--- src/rtl/gate_test_sequencer_pkg.sv ---
// Shared encodings for the gate test sequencer: gate opcodes and FSM states.
package gate_test_sequencer_pkg;

    typedef enum logic [1:0] {
        OP_AND  = 2'b00,
        OP_OR   = 2'b01,
        OP_XOR  = 2'b10,
        OP_NAND = 2'b11
    } op_e;

    typedef enum logic [1:0] {
        IDLE  = 2'b00,
        APPLY = 2'b01,
        CHECK = 2'b10,
        DONE  = 2'b11
    } state_e;

    localparam logic [1:0] LAST_VEC = 2'd3;

endpackage

--- src/rtl/gate_test_sequencer_ref_model.sv ---
// Combinational reference: expected gate output for the latched opcode.
module gate_ref_model
    import gate_test_sequencer_pkg::*;
(
    input  op_e  op,
    input  logic a,
    input  logic b,
    output logic z_exp
);

    always_comb begin
        z_exp = 1'b0;
        case (op)
            OP_AND:  z_exp = a & b;
            OP_OR:   z_exp = a | b;
            OP_XOR:  z_exp = a ^ b;
            OP_NAND: z_exp = ~(a & b);
            default: z_exp = 1'b0;
        endcase
    end

endmodule

--- src/rtl/gate_test_sequencer.sv ---
// Sweeps a 2-input gate through its truth table and scores z against the
// selected reference function.
//
// state | meaning
// IDLE  | a=b=0, waiting for start
// APPLY | drive {a,b}=index, settle counter runs down
// CHECK | compare z with reference, advance index
// DONE  | one-cycle done pulse, pass valid
module gate_test_sequencer
    import gate_test_sequencer_pkg::*;
#(
    parameter int SETTLE_CYCLES = 2
) (
    input  logic       clk,
    input  logic       rst,
    input  logic       start,
    input  logic [1:0] op,
    output logic       a,
    output logic       b,
    input  logic       z,
    output logic       busy,
    output logic       done,
    output logic       pass,
    output logic [2:0] err_count,
    output logic       fail_seen,
    output logic [1:0] fail_vec
);

    localparam logic [3:0] SETTLE_LOAD = 4'(SETTLE_CYCLES - 1);

    state_e     state_q, state_d;
    logic [3:0] cnt_q, cnt_d;
    logic [1:0] idx_q, idx_d;
    op_e        op_q, op_d;
    logic [2:0] err_q, err_d;
    logic       fail_seen_q, fail_seen_d;
    logic [1:0] fail_vec_q, fail_vec_d;
    logic       pass_q, pass_d;
    logic       a_q, a_d;
    logic       b_q, b_d;
    logic       busy_q, busy_d;
    logic       done_q, done_d;
    logic       z_exp;

    gate_ref_model u_ref (
        .op    (op_q),
        .a     (idx_q[1]),
        .b     (idx_q[0]),
        .z_exp (z_exp)
    );

    always_comb begin
        state_d     = state_q;
        cnt_d       = cnt_q;
        idx_d       = idx_q;
        op_d        = op_q;
        err_d       = err_q;
        fail_seen_d = fail_seen_q;
        fail_vec_d  = fail_vec_q;
        pass_d      = pass_q;
        a_d         = a_q;
        b_d         = b_q;

        case (state_q)
            IDLE: begin
                a_d = 1'b0;
                b_d = 1'b0;
                if (start) begin
                    state_d     = APPLY;
                    idx_d       = 2'd0;
                    cnt_d       = SETTLE_LOAD;
                    op_d        = op_e'(op);
                    err_d       = 3'd0;
                    fail_seen_d = 1'b0;
                    fail_vec_d  = 2'd0;
                    pass_d      = 1'b0;
                end
            end
            APPLY: begin
                if (cnt_q == 4'd0) begin
                    state_d = CHECK;
                end else begin
                    cnt_d = cnt_q - 4'd1;
                end
            end
            CHECK: begin
                if (z != z_exp) begin
                    err_d = err_q + 3'd1;
                    if (!fail_seen_q) begin
                        fail_seen_d = 1'b1;
                        fail_vec_d  = idx_q;
                    end
                end
                if (idx_q == LAST_VEC) begin
                    state_d = DONE;
                    // pass must include this final comparison
                    pass_d  = (err_d == 3'd0);
                end else begin
                    state_d = APPLY;
                    idx_d   = idx_q + 2'd1;
                    cnt_d   = SETTLE_LOAD;
                    a_d     = idx_d[1];
                    b_d     = idx_d[0];
                end
            end
            DONE: begin
                state_d = IDLE;
                a_d     = 1'b0;
                b_d     = 1'b0;
            end
            default: state_d = IDLE;
        endcase

        busy_d = (state_d == APPLY) || (state_d == CHECK);
        done_d = (state_d == DONE);
    end

    always_ff @(posedge clk) begin
        if (rst) begin
            state_q     <= IDLE;
            cnt_q       <= 4'd0;
            idx_q       <= 2'd0;
            op_q        <= OP_AND;
            err_q       <= 3'd0;
            fail_seen_q <= 1'b0;
            fail_vec_q  <= 2'd0;
            pass_q      <= 1'b0;
            a_q         <= 1'b0;
            b_q         <= 1'b0;
            busy_q      <= 1'b0;
            done_q      <= 1'b0;
        end else begin
            state_q     <= state_d;
            cnt_q       <= cnt_d;
            idx_q       <= idx_d;
            op_q        <= op_d;
            err_q       <= err_d;
            fail_seen_q <= fail_seen_d;
            fail_vec_q  <= fail_vec_d;
            pass_q      <= pass_d;
            a_q         <= a_d;
            b_q         <= b_d;
            busy_q      <= busy_d;
            done_q      <= done_d;
        end
    end

    assign a         = a_q;
    assign b         = b_q;
    assign busy      = busy_q;
    assign done      = done_q;
    assign pass      = pass_q;
    assign err_count = err_q;
    assign fail_seen = fail_seen_q;
    assign fail_vec  = fail_vec_q;

endmodule
--- config.mk ---
export PLATFORM = sky130hd
export DESIGN_NAME = gate_test_sequencer
export DESIGN_NICKNAME = d
export VERILOG_FILES = /design/src/rtl/gate_test_sequencer_pkg.sv /design/src/rtl/gate_test_sequencer_ref_model.sv /design/src/rtl/gate_test_sequencer.sv
export SDC_FILE = /design/constraint.sdc
export NUM_CORES = 1
export LEC_CHECK = 0
export CORE_UTILIZATION = 40
export DETAILED_ROUTE_END_ITERATION = 10
export GPL_TIMING_DRIVEN = 0
export RECOVER_POWER = 100
export SLEW_MARGIN = 25
export SYNTH_ARGS = -nofsm -noshare
export SYNTH_HDL_FRONTEND = slang
export SYNTH_SLANG_ARGS = --single-unit
--- constraint.sdc ---
create_clock -name clk -period 4.9 [get_ports clk]
set_input_delay 1.47 -clock clk [delete_from_list [all_inputs] [get_ports clk]]
set_output_delay 1.47 -clock clk [all_outputs]
set_load 0.01 [all_outputs]
==> results.txt <==
* Reg power frac: a little over two fifths
* TritonCTS clock tree: done
* Y dimension of the die: 58.18 um
- End of the worst hold path: fail_vec[0]
* Global routing usage on met3: under 10%
- Setup repair after global routing left no endpoint under its margin.
- Crit path max fanout: 10
- Of the synthesized area, sequential elements account for between 30% and 40%.
- The first global-routing pass estimated ~4.8 mm of wire.
- Summed over all layers, the global routing overflow is 0.
* Global Route met2 Usage: about a third
- Gate Count Post-Synth: approximately 150
- The floorplan step defined a die boundary enclosing approximately 3400 um2.
- For this run, the total global-route usage over all layers was measured as a little under a fifth.
- The most used flip-flop cell after synthesis is dfxtp_1.
- The multi-input combinational cells in the finished layout cover a total of between 700 and 800 um2.
* Residual antenna-violating net count after detailed routing: 0
- Setup violations remaining at the end of the flow were counted as 0.
* Cell count of the worst hold path: 2
- For met1 alone, demand over resource in global routing was 23.69%.
* Req. time, crit path: 5150 ps
* Clock insertion delay at the later pin of the skew report: slightly above 300 ps
- Summed over all failing endpoints, the final setup total negative slack is 0 ps.
- Relative slew slack: between 60 and 70%
* Arrival time worst endpoint: 3340 ps
- Via count of the first global-routing pass: about 1100
* Final core utilization: ~50%
- The area growth from synthesis to layout is 18.73%.
* Site row count: 20
* Post-detailed-route via-to-cell ratio: 5.226
- The synthesized design devotes to its leading area cell type between 30% and 40% of total area.
- The smallest clock period supported by the final layout is computed as ~3100 ps.
- Yosys printed 0 warnings.
* Outcome: complete, no violations
- Destination of the worst register-to-register timing path: fail_vec[1]
- Routed vias: around 1100
* Area of all sequential standard cells: 420.4 um2
- Summing every instance area after synthesis gives 1262 um2.
- Mean instance size in the synthesized netlist: around 8.5 um2
* # hold bufs at CTS: 0
- WL per Instance: approximately 13 um
- Max-cap violations in this run came to 0.
- Power spent charging and discharging nets: 179.5 uW
- For the worst flop-to-flop path, the logic depth is 7.
- Counting every sink on the clock net gives 21.
* Internal power component: between 300 and 400 uW
- Fill cells in the final layout number just under 300.
* Net count after synthesis: 165
- Area of the core region: 3028 um2
* Most utilized layer in the global route result: met2
* Top cells by area, synth: dfxtp_1 (33%), ha_1 (11%), nor2b_1 (5.5%)
- Of the total power, the clock network draws between 15 and 20%.
- Counting flops with a built-in enable in the synthesized netlist gives 0.
- Final Hold Fails: 0
* Post-layout nets: 186
- Ratio of total power to cell area: between 300 and 400 nW/um2
* Drt first pass iters: 4
* Clk buf depth: 2
- Pin slew with the least headroom to its limit: ~530 ps
- After clock tree synthesis, the clock-pin slew on the worst setup and hold paths is around 120 ps.
- Crit end category: register
- Cell taking the most area after synthesis: dfxtp_1
- Fraction of registers with async set/reset: 0%
* Reg2reg setup slack: between 2000 and 3000 ps
* Critical path launch point type: primary input
- The count of buffers added on input and output ports is 16.
- Counting flops and latches in the post-synthesis netlist gives 21.
- The worst hold path begins at fail_vec[0].
* Pin count of the biggest net entering global routing: 13
* Number of design rule violations left after detail routing: 0
* Max Clock Freq: around 320 MHz
* Die Wd: 58.18 um
- The first routing iteration left 19 violations.
- Pleak: between 0.0005 and 0.0006 uW
- H-tree lvl count: 1
* Critical path type: primary input to register
- Detailed placement ended at an HPWL of 2.089 mm.
- Final clock skew: 5.142 ps
- 0 antenna diodes ended up in the layout.
- Number of buffers created by CTS: 3
- The number of different library cells used by synthesis comes to 37.
- Gate power share: between 30% and 40%
* Clock root cell: clkbuf_4
- Count of cells resized by post-cts repair: 0
* Final weighted congestion in routability-driven placement: between 0.8 and 0.9
* Initial antenna violation count: 0
* Final Max Slew Viols: 0
- Final critical-path share of the clock period: roughly 63%
- The min-delay analysis places its worst path in the category register to register.
- In the final layout, the share of cells above drive strength 1 is 5.952%.
- Top cells by count, synth: dfxtp_1 (21), nor2_1 (14), ha_1 (11), nor2b_1 (11), a21oi_1 (10)
- Net switching is a little under two fifths of the power.
- Maximum vdd ir drop: 0.1515 mV
- In this run the critical register-to-register path is launched from idx_q[0].
- The final layout contains routed wiring with a total length of between 2 and 3 mm.
- # IOs: 17
- For this configuration, the core starts out at a cell density of 41.69%.
* Most common cell in the netlist: dfxtp_1
- Once the clock tree was built, the setup fixing pass inserted 0 buffers.
-- kinds of logic after synthesis --
logic type                 count (synthesis)  synth area share [%]
AOI/OAI and AO/OA                         36                 18.53
adders and majority gates                 11                 10.90
buffers and inverters                     13                 4.559
DFF                                       21                 33.30
muxes                                      6                 5.946
and+or+nand+nor                           61                 26.76
-- through the flow --
stage | total power, uW | hold slack [ps] | cell area, um2 | std cells | worst slack, ps
5_1_grt | 526.3 | 522.3 | 1499 | 212 | 1627
3_5_place_dp | 400.8 | 480.5 | 1478 | 208 | 1756
6_report | 479.8 | 487.3 | 1499 | 212 | 1815
2_1_floorplan | 347.0 | 439.8 | 1262 | 148 | 2468
3_3_place_gp | 395.2 | 455.3 | 1478 | 208 | 1787
4_1_cts | 489.5 | 497.2 | 1505 | 212 | 2091
-- sequential cells by signal, summed over array words and instances (netlist names) --
register and flops:
fail_vec 2, busy 1, b 1, done 1, state_q 2, fail_seen 1
a 1, op_q 2, cnt_q 4, idx_q 2, pass 1, err_count 3
-- per-layer routing --
metal,wire length [um],vias to the layer above
li1,-,566
met1,1330,515
met2,1271,22
met3,78,5
met4,47,0
met5,0,-
-- worst max-delay path, cell delays in order --
cell	delay, ps
dlygate4sd3_1	690
nor2b_1	80
clkbuf_1	230
a211oi_1	380
and3_1	260
nand3b_1	90
a21oi_1	130
-- power groups by stage --
stage	Clock (uW)	Sequential (uW)	Combinational [uW]
2_1_floorplan	0	207	140
3_3_place_gp	0	206	189
3_5_place_dp	0	207	194
4_1_cts	91.5	203	195
5_1_grt	99.4	206	221
6_report	86.9	203	190
-- worst max path at each step --
stage | from | end | slack [ps] | depth (start not counted)
final | start | cnt_q[2] | 1810 | 7
after CTS | err_count[1] | err_count[1] | 2090 | 1
after detailed placement | start | cnt_q[2] | 1760 | 7
after global placement | rst | err_count[1] | 1790 | 4
after global routing | start | cnt_q[0] | 1630 | 7
after floorplan | z | err_count[2] | 2470 | 5
-- cell usage in the layout, fill, tap and decap left out, drive strengths merged, types with 2 or more instances in the layout --
master and instances:
ha 11, clkbuf 7, a32oi 2, nor2b 11, nor2 14, dfxtp 21, inv 8, nor3b 2
a22oi 4, nand4b 2, dlygate4sd3 13, o21ai 9, a31oi 2, nand3b 2, o2bb2ai 2, mux2 2
nand2 9, mux2i 4, nor4 4, nand3 6, a21oi 10, clkdlybuf4s50 3, nand2b 7
-- layout make-up --
type / count / share of cell area (%)
repair buffers: 16 / 10.68
clock inverters: 1 / 0.3339
inverters: 8 / 2.003
clock buffers: 3 / 1.503
flip-flops and latches: 21 / 28.05
plain buffers: 5 / 1.753
multi-input cells: 114 / 52.00
well taps: 44 / 3.673
(Power assumes the default switching activity.)
